[config.mk]
export PLATFORM = sky130hd
export DESIGN_NAME = aes_key_sched_ctrl
export DESIGN_NICKNAME = d
export VERILOG_FILES = /design/src/rtl/aes_pkg.sv /design/src/rtl/key_expansion.sv /design/src/rtl/aes_key_sched_ctrl.sv
export SDC_FILE = /design/constraint.sdc
export NUM_CORES = 2
export LEC_CHECK = 0
export BUFFER_PORTS_ARGS = -buffer_cell sky130_fd_sc_hd__buf_2
export CORE_ASPECT_RATIO = 0.6
export CORE_MARGIN = 3
export CORE_UTILIZATION = 40
export CTS_CLUSTER_SIZE = 16
export DETAILED_ROUTE_END_ITERATION = 10
export SLEW_MARGIN = 20
export SYNTH_ARGS = -nofsm -noshare
export SYNTH_HDL_FRONTEND = slang
export SYNTH_HIERARCHICAL = 1
export SYNTH_SLANG_ARGS = --single-unit
export TNS_END_PERCENT = 30
[constraint.sdc]
create_clock -name clk -period 6.81 [get_ports clk]
set_input_delay 0.3405 -clock clk [delete_from_list [all_inputs] [get_ports clk]]
set_output_delay 0.3405 -clock clk [all_outputs]
set_load 0.02 [all_outputs]
[src/rtl/aes_pkg.sv]
// Shared AES-128 key-schedule types, constants and helpers.
package aes_pkg;

   localparam int AES_NR = 10;
   localparam int AES_KW = 128;

   // Starting round constant for round 1.
   localparam logic [7:0] AES_RC_START = 8'h01;

   // Round-key register file, round 0 (cipher key) through round AES_NR.
   typedef logic [AES_KW-1:0] aes_rk_t [0:AES_NR];

   typedef enum logic [1:0] {
      IDLE   = 2'd0,
      EXPAND = 2'd1,
      READY  = 2'd2
   } aes_state_t;

   // GF(2^8) doubling modulo x^8 + x^4 + x^3 + x + 1.
   function automatic logic [7:0] xtime(input logic [7:0] b);
      xtime = {b[6:0], 1'b0} ^ (b[7] ? 8'h1b : 8'h00);
   endfunction

endpackage

[src/rtl/key_expansion.sv]
// One AES-128 key-expansion round: derives round key i from round key i-1.
module key_expansion
   import aes_pkg::*;
(
   input  logic [AES_KW-1:0] prev_key,
   input  logic [7:0]        rc,
   output logic [AES_KW-1:0] next_key
);

   // Forward S-box, entry 0x00 in the top byte.
   localparam logic [2047:0] SBOX = {
      128'h637c777bf26b6fc53001672bfed7ab76, 128'hca82c97dfa5947f0add4a2af9ca472c0,
      128'hb7fd9326363ff7cc34a5e5f171d83115, 128'h04c723c31896059a071280e2eb27b275,
      128'h09832c1a1b6e5aa0523bd6b329e32f84, 128'h53d100ed20fcb15b6acbbe394a4c58cf,
      128'hd0efaafb434d338545f9027f503c9fa8, 128'h51a3408f929d38f5bcb6da2110fff3d2,
      128'hcd0c13ec5f974417c4a77e3d645d1973, 128'h60814fdc222a908846eeb814de5e0bdb,
      128'he0323a0a4906245cc2d3ac629195e479, 128'he7c8376d8dd54ea96c56f4ea657aae08,
      128'hba78252e1ca6b4c6e8dd741f4bbd8b8a, 128'h703eb5664803f60e613557b986c11d9e,
      128'he1f8981169d98e949b1e87e9ce5528df, 128'h8ca1890dbfe6426841992d0fb054bb16
   };

   function automatic logic [7:0] sbox(input logic [7:0] b);
      sbox = SBOX[(11'd2040 - {b, 3'b000}) +: 8];
   endfunction

   logic [31:0] w0, w1, w2, w3;
   logic [31:0] rot, sub, temp;
   logic [31:0] n0, n1, n2, n3;

   // RotWord, SubWord, Rcon, then the running XOR chain across the four words.
   always_comb begin
      w0   = prev_key[127:96];
      w1   = prev_key[95:64];
      w2   = prev_key[63:32];
      w3   = prev_key[31:0];
      rot  = {w3[23:0], w3[31:24]};
      sub  = {sbox(rot[31:24]), sbox(rot[23:16]), sbox(rot[15:8]), sbox(rot[7:0])};
      temp = sub ^ {rc, 24'h000000};
      n0   = w0 ^ temp;
      n1   = w1 ^ n0;
      n2   = w2 ^ n1;
      n3   = w3 ^ n2;
      next_key = {n0, n1, n2, n3};
   end

endmodule

[src/rtl/aes_key_sched_ctrl.sv]
// AES-128 round-key sequencer: expands one round per cycle into an 11-entry
// register file and serves round keys through a combinational read port.
// Handshake: a key transfers on a rising edge where key_valid && key_ready
// && !flush; key_ready is low only while an expansion is running.
module aes_key_sched_ctrl
   import aes_pkg::*;
(
   input  logic              clk,
   input  logic              rst_n,
   input  logic              key_valid,
   input  logic [AES_KW-1:0] key_in,
   output logic              key_ready,
   input  logic              flush,
   input  logic [3:0]        rk_idx,
   output logic [AES_KW-1:0] rk_out,
   output logic              keys_valid,
   output logic              done,
   output logic              busy
);

   aes_state_t        state;
   logic [3:0]        cnt;
   logic [7:0]        rc;
   logic [AES_KW-1:0] prev_key;
   logic [AES_KW-1:0] next_key;
   aes_rk_t           rk;
   logic              accept;

   assign key_ready = (state != EXPAND);
   assign busy      = (state == EXPAND);
   assign accept    = key_valid && key_ready && !flush;

   // prev_key mirrors rk[cnt-1] so the round function never sees a wide mux.
   key_expansion u_key_expansion (
      .prev_key (prev_key),
      .rc       (rc),
      .next_key (next_key)
   );

   // Controller FSM, round counter, Rcon xtime register and key storage.
   always_ff @(posedge clk or negedge rst_n) begin
      if (!rst_n) begin
         state      <= IDLE;
         cnt        <= 4'd0;
         rc         <= AES_RC_START;
         prev_key   <= '0;
         keys_valid <= 1'b0;
         done       <= 1'b0;
         for (int i = 0; i <= AES_NR; i++) rk[i] <= '0;
      end else begin
         done <= 1'b0;
         if (flush) begin
            // Stored keys are kept; only the control state is abandoned.
            state      <= IDLE;
            cnt        <= 4'd0;
            keys_valid <= 1'b0;
         end else if (accept) begin
            rk[0]      <= key_in;
            prev_key   <= key_in;
            rc         <= AES_RC_START;
            cnt        <= 4'd1;
            keys_valid <= 1'b0;
            state      <= EXPAND;
         end else if (state == EXPAND) begin
            rk[cnt]  <= next_key;
            prev_key <= next_key;
            rc       <= xtime(rc);
            if (cnt == 4'(AES_NR)) begin
               state      <= READY;
               cnt        <= 4'd0;
               keys_valid <= 1'b1;
               done       <= 1'b1;
            end else begin
               cnt <= cnt + 4'd1;
            end
         end
      end
   end

   // Indices beyond the last round read as zero.
   always_comb begin
      rk_out = '0;
      if (rk_idx <= 4'(AES_NR)) rk_out = rk[rk_idx];
   end

endmodule

==> flow_metrics.tcl <==
set metrics [dict create \
    switching_share 0.522 \
    postCtsSetupBuffers 0 \
    maxSlewViolCount 0 \
    status "finished, final reports clean" \
    synthTopCellsByArea "dfrtp_1 44%, mux2_2 18%, mux2i_1 6.3%, mux4_2 4.3%, o21ai_0 2.9%" \
    skew_ps 69.8 \
    clockBufferDepth 4 \
    numCtsBuffers 164 \
    pwr-share-seq 0.232 \
    gp_congestion 1.03 \
    ys_types 123 \
    core_sq_um 217000 \
    finalCritPeriodShare 0.795 \
    viasPerCell 6.42 \
    drcViolationCount 0 \
    die_w_um 611 \
    grt_pass1_wl_mm 502 \
    numPortBuffers 267 \
    power_frac_comb 0.600 \
    reg2reg_depth 11 \
    ys_warn_count 6 \
    synth.most_common_cell "dfrtp_1" \
    syn_inst 7563 \
    whs_endpoint "rk[1315]$_DFFE_PN0P_" \
    cp-end-kind "register" \
    synth_top_area_share 0.442 \
    clkLatencyLatePin_ps 850 \
    die_area_sq_um 225000 \
    fin_nets 7781 \
    rsz0062_at_grt "false" \
    leakage_uw 0.0454 \
    clkTransAtPathRegs_ps 60 \
    p_switching_uw 28400 \
    synth_edf_count 0 \
    antenna_left 0 \
    cts.sinks 1551 \
    ir_drop_mv 0.459 \
    r2r-end "rk[1340]$_DFFE_PN0P_" \
    die_y_um 369 \
    grt.met1_usage 0.450 \
    synthArstFlopShare 1.00 \
    num_rows 132 \
    drv_cap 0 \
    power.internal_uw 26000 \
    finalSetupViolations 0 \
    hold_path_class "primary input to register" \
    num_vias 68000 \
    overflow 0 \
    maxSlewHeadroom 0.138 \
    max_clock_freq_mhz 185 \
    period_minus_slack_ps 5410 \
    groute.layer.met2.usage 0.422 \
    path_class "register to register" \
    drive_gt1_frac 0.328 \
    syn_area_per_cell_sq_um 11.6 \
    antenna_found_initial 36 \
    tightestPinTransition_ps 1290 \
    ys_ff_latch 1551 \
    worst_r2r_startpoint "prev_key[16]$_DFFE_PN0P_" \
    crit_arrival_ps 6110 \
    synth_top_area_cell "dfrtp_1" \
    min_from "key_in[35]" \
    tns_ps 0 \
    syn_area_sq_um 87800 \
    area_delta_synth_final_pct 11.8 \
    r2r_slack_ps 1400 \
    start_util 0.405 \
    synthTopCellsByCount "1550 x dfrtp_1, 1424 x mux2_2, 554 x mux2i_1" \
    pwr-share-clk 0.168 \
    cts_tree "yes" \
    cp-start-kind "register" \
    synth_fp_nets 7755 \
    drt_iter0_markers 7984 \
    grt.met3_usage 0.0864 \
    routed_wl_mm 352 \
    post_cts_resized 0 \
    required_ps 7500 \
    num_io_pins 268 \
    track_usage 0.304 \
    grt_max_degree 202 \
    hold_slack_ps 61.4 \
    synth_seq_area_share 0.442 \
    hold_depth 3 \
    cts_max_level 4 \
    busiest_layer "met1" \
    hold_viol_final 0 \
    grt_pass1_vias 66700 \
    powerDensity_nw_per_um2 554 \
    dp_hpwl_mm 229 \
    wl_per_cell_um 33.2 \
    dr.pass1.iters 6 \
    worstPathMaxFanout 40 \
    fillers 19900 \
    root_buffer "clkbuf_16" \
    synth-main-ff-cell "dfrtp_1" \
]
per-stage QoR:
stage          power, uW  std cells  utilization  cell area, sq um  setup WS (ps)
2_1_floorplan      30000       7563            -             87800           2860
3_3_place_gp       43600      10200        0.421             91400           1520
3_5_place_dp       43800      10200        0.421             91500           1580
4_1_cts            53200      10600        0.452             98100           1550
5_1_grt            56300      10600        0.452             98200           1250
6_report           54400      10600        0.452             98200           1400
worst max-delay path, cell delays in order (launching register included):
cell and delay, ps:
dfrtp_1 370, buf_4 460, ha_1 540, or2_0 820
a221oi_1 230, nor3_1 340, a2111oi_0 160, or4_4 500
xnor2_2 790, xnor2_1 510, a22o_1 330, mux2_2 250
cells by family (layout without fill, tap and decap cells):
| logic type | count (synthesis) | in the layout | share of synthesized area |
|---|---|---|---|
| fa+ha+maj | 56 | 56 | 0.00798 |
| buf+inv | 877 | 1022 | 0.0493 |
| flops | 1551 | 1551 | 0.442 |
| mux | 2155 | 2155 | 0.290 |
| simple gates | 1095 | 1095 | 0.0615 |
| xor+xnor | 224 | 224 | 0.0249 |
| compound gates | 1605 | 1605 | 0.124 |
| other cells | 0 | 15 | 0 |
cell type report:
class,instances,area (sq um),share of cell area
tap,2881,3600,0.0367
clock inverter,44,479,0.00488
clock buffer,241,4860,0.0495
sequential,1551,38800,0.396
timing repair buffer,676,5110,0.0520
antenna,15,37.5,0.000382
multi-input combinational,5135,45000,0.459
inverter,61,236,0.00241
registers in the layout, indices dropped and copies added (netlist names):
| register | cells |
|---|---|
| keys_valid | 1 |
| done | 1 |
| rc | 8 |
| rk | 1408 |
| state | 1 |
| cnt | 4 |
| prev_key | 128 |
how the worst max path moves through the flow:
stage	startpoint	endpoint	slack (ps)
2_1_floorplan	prev_key[24]$_DFFE_PN0P_	rk[0]$_DFFE_PN0P_	2860
3_3_place_gp	prev_key[10]$_DFFE_PN0P_	rk[1366]$_DFFE_PN0P_	1520
3_5_place_dp	prev_key[8]$_DFFE_PN0P_	rk[1366]$_DFFE_PN0P_	1580
4_1_cts	prev_key[0]$_DFFE_PN0P_	prev_key[73]$_DFFE_PN0P_	1550
5_1_grt	prev_key[9]$_DFFE_PN0P_	prev_key[86]$_DFFE_PN0P_	1250
6_report	prev_key[16]$_DFFE_PN0P_	rk[1340]$_DFFE_PN0P_	1400
what timing repair did:
| item | 4_1_cts | 5_1_grt |
|---|---|---|
| setup endpoints to repair | 0 | 0 |
| hold buffers | 129 | 0 |
| hold endpoints to repair | 338 | 0 |
power by group through the flow:
| stage | combinational (uW) | sequential [uW] | clock (uW) |
|---|---|---|---|
| after CTS | 31400 | 12500 | 9270 |
| after global routing | 33800 | 12800 | 9650 |
| after global placement | 31000 | 12600 | 0 |
| final | 32600 | 12600 | 9120 |
| after detailed placement | 31100 | 12700 | 0 |
| after floorplan | 18200 | 11800 | 0 |
cells in the final DEF, fill, tap and decap left out, types with 23 or more instances in the layout:
cell type	Yosys	layout
a2111oi_0	25	25
a211oi_1	54	54
a21oi_1	270	269
a221oi_1	159	159
a22o_1	138	138
a311oi_1	38	38
a31oi_1	39	39
and2_1	28	28
buf_12	2	28
buf_2	285	263
buf_4	20	253
clkbuf_1	393	35
clkbuf_16	0	168
clkbuf_8	0	38
dfrtp_1	1550	1537
dlygate4sd3_1	0	129
ha_1	56	56
inv_1	48	45
mux2_2	1424	1424
mux2i_1	554	554
mux4_2	169	169
nand2_1	281	276
nand2b_1	94	94
nand3_1	77	75
nor2_1	289	287
nor2b_1	92	90
nor3_1	79	79
nor3b_1	23	23
o211ai_1	31	31
o21ai_0	516	513
o311ai_0	34	34
o31ai_1	31	31
or2_2	23	23
xnor2_1	140	118
xor2_1	66	64
per-layer routing:
| metal | wire length, um | vias to the layer above |
|---|---|---|
| met5 | 69 | - |
| met4 | 13100 | 12 |
| met3 | 36500 | 618 |
| met2 | 144000 | 3453 |
| met1 | 158000 | 35900 |
| li1 | - | 28100 |
(Power assumes the default switching activity.)
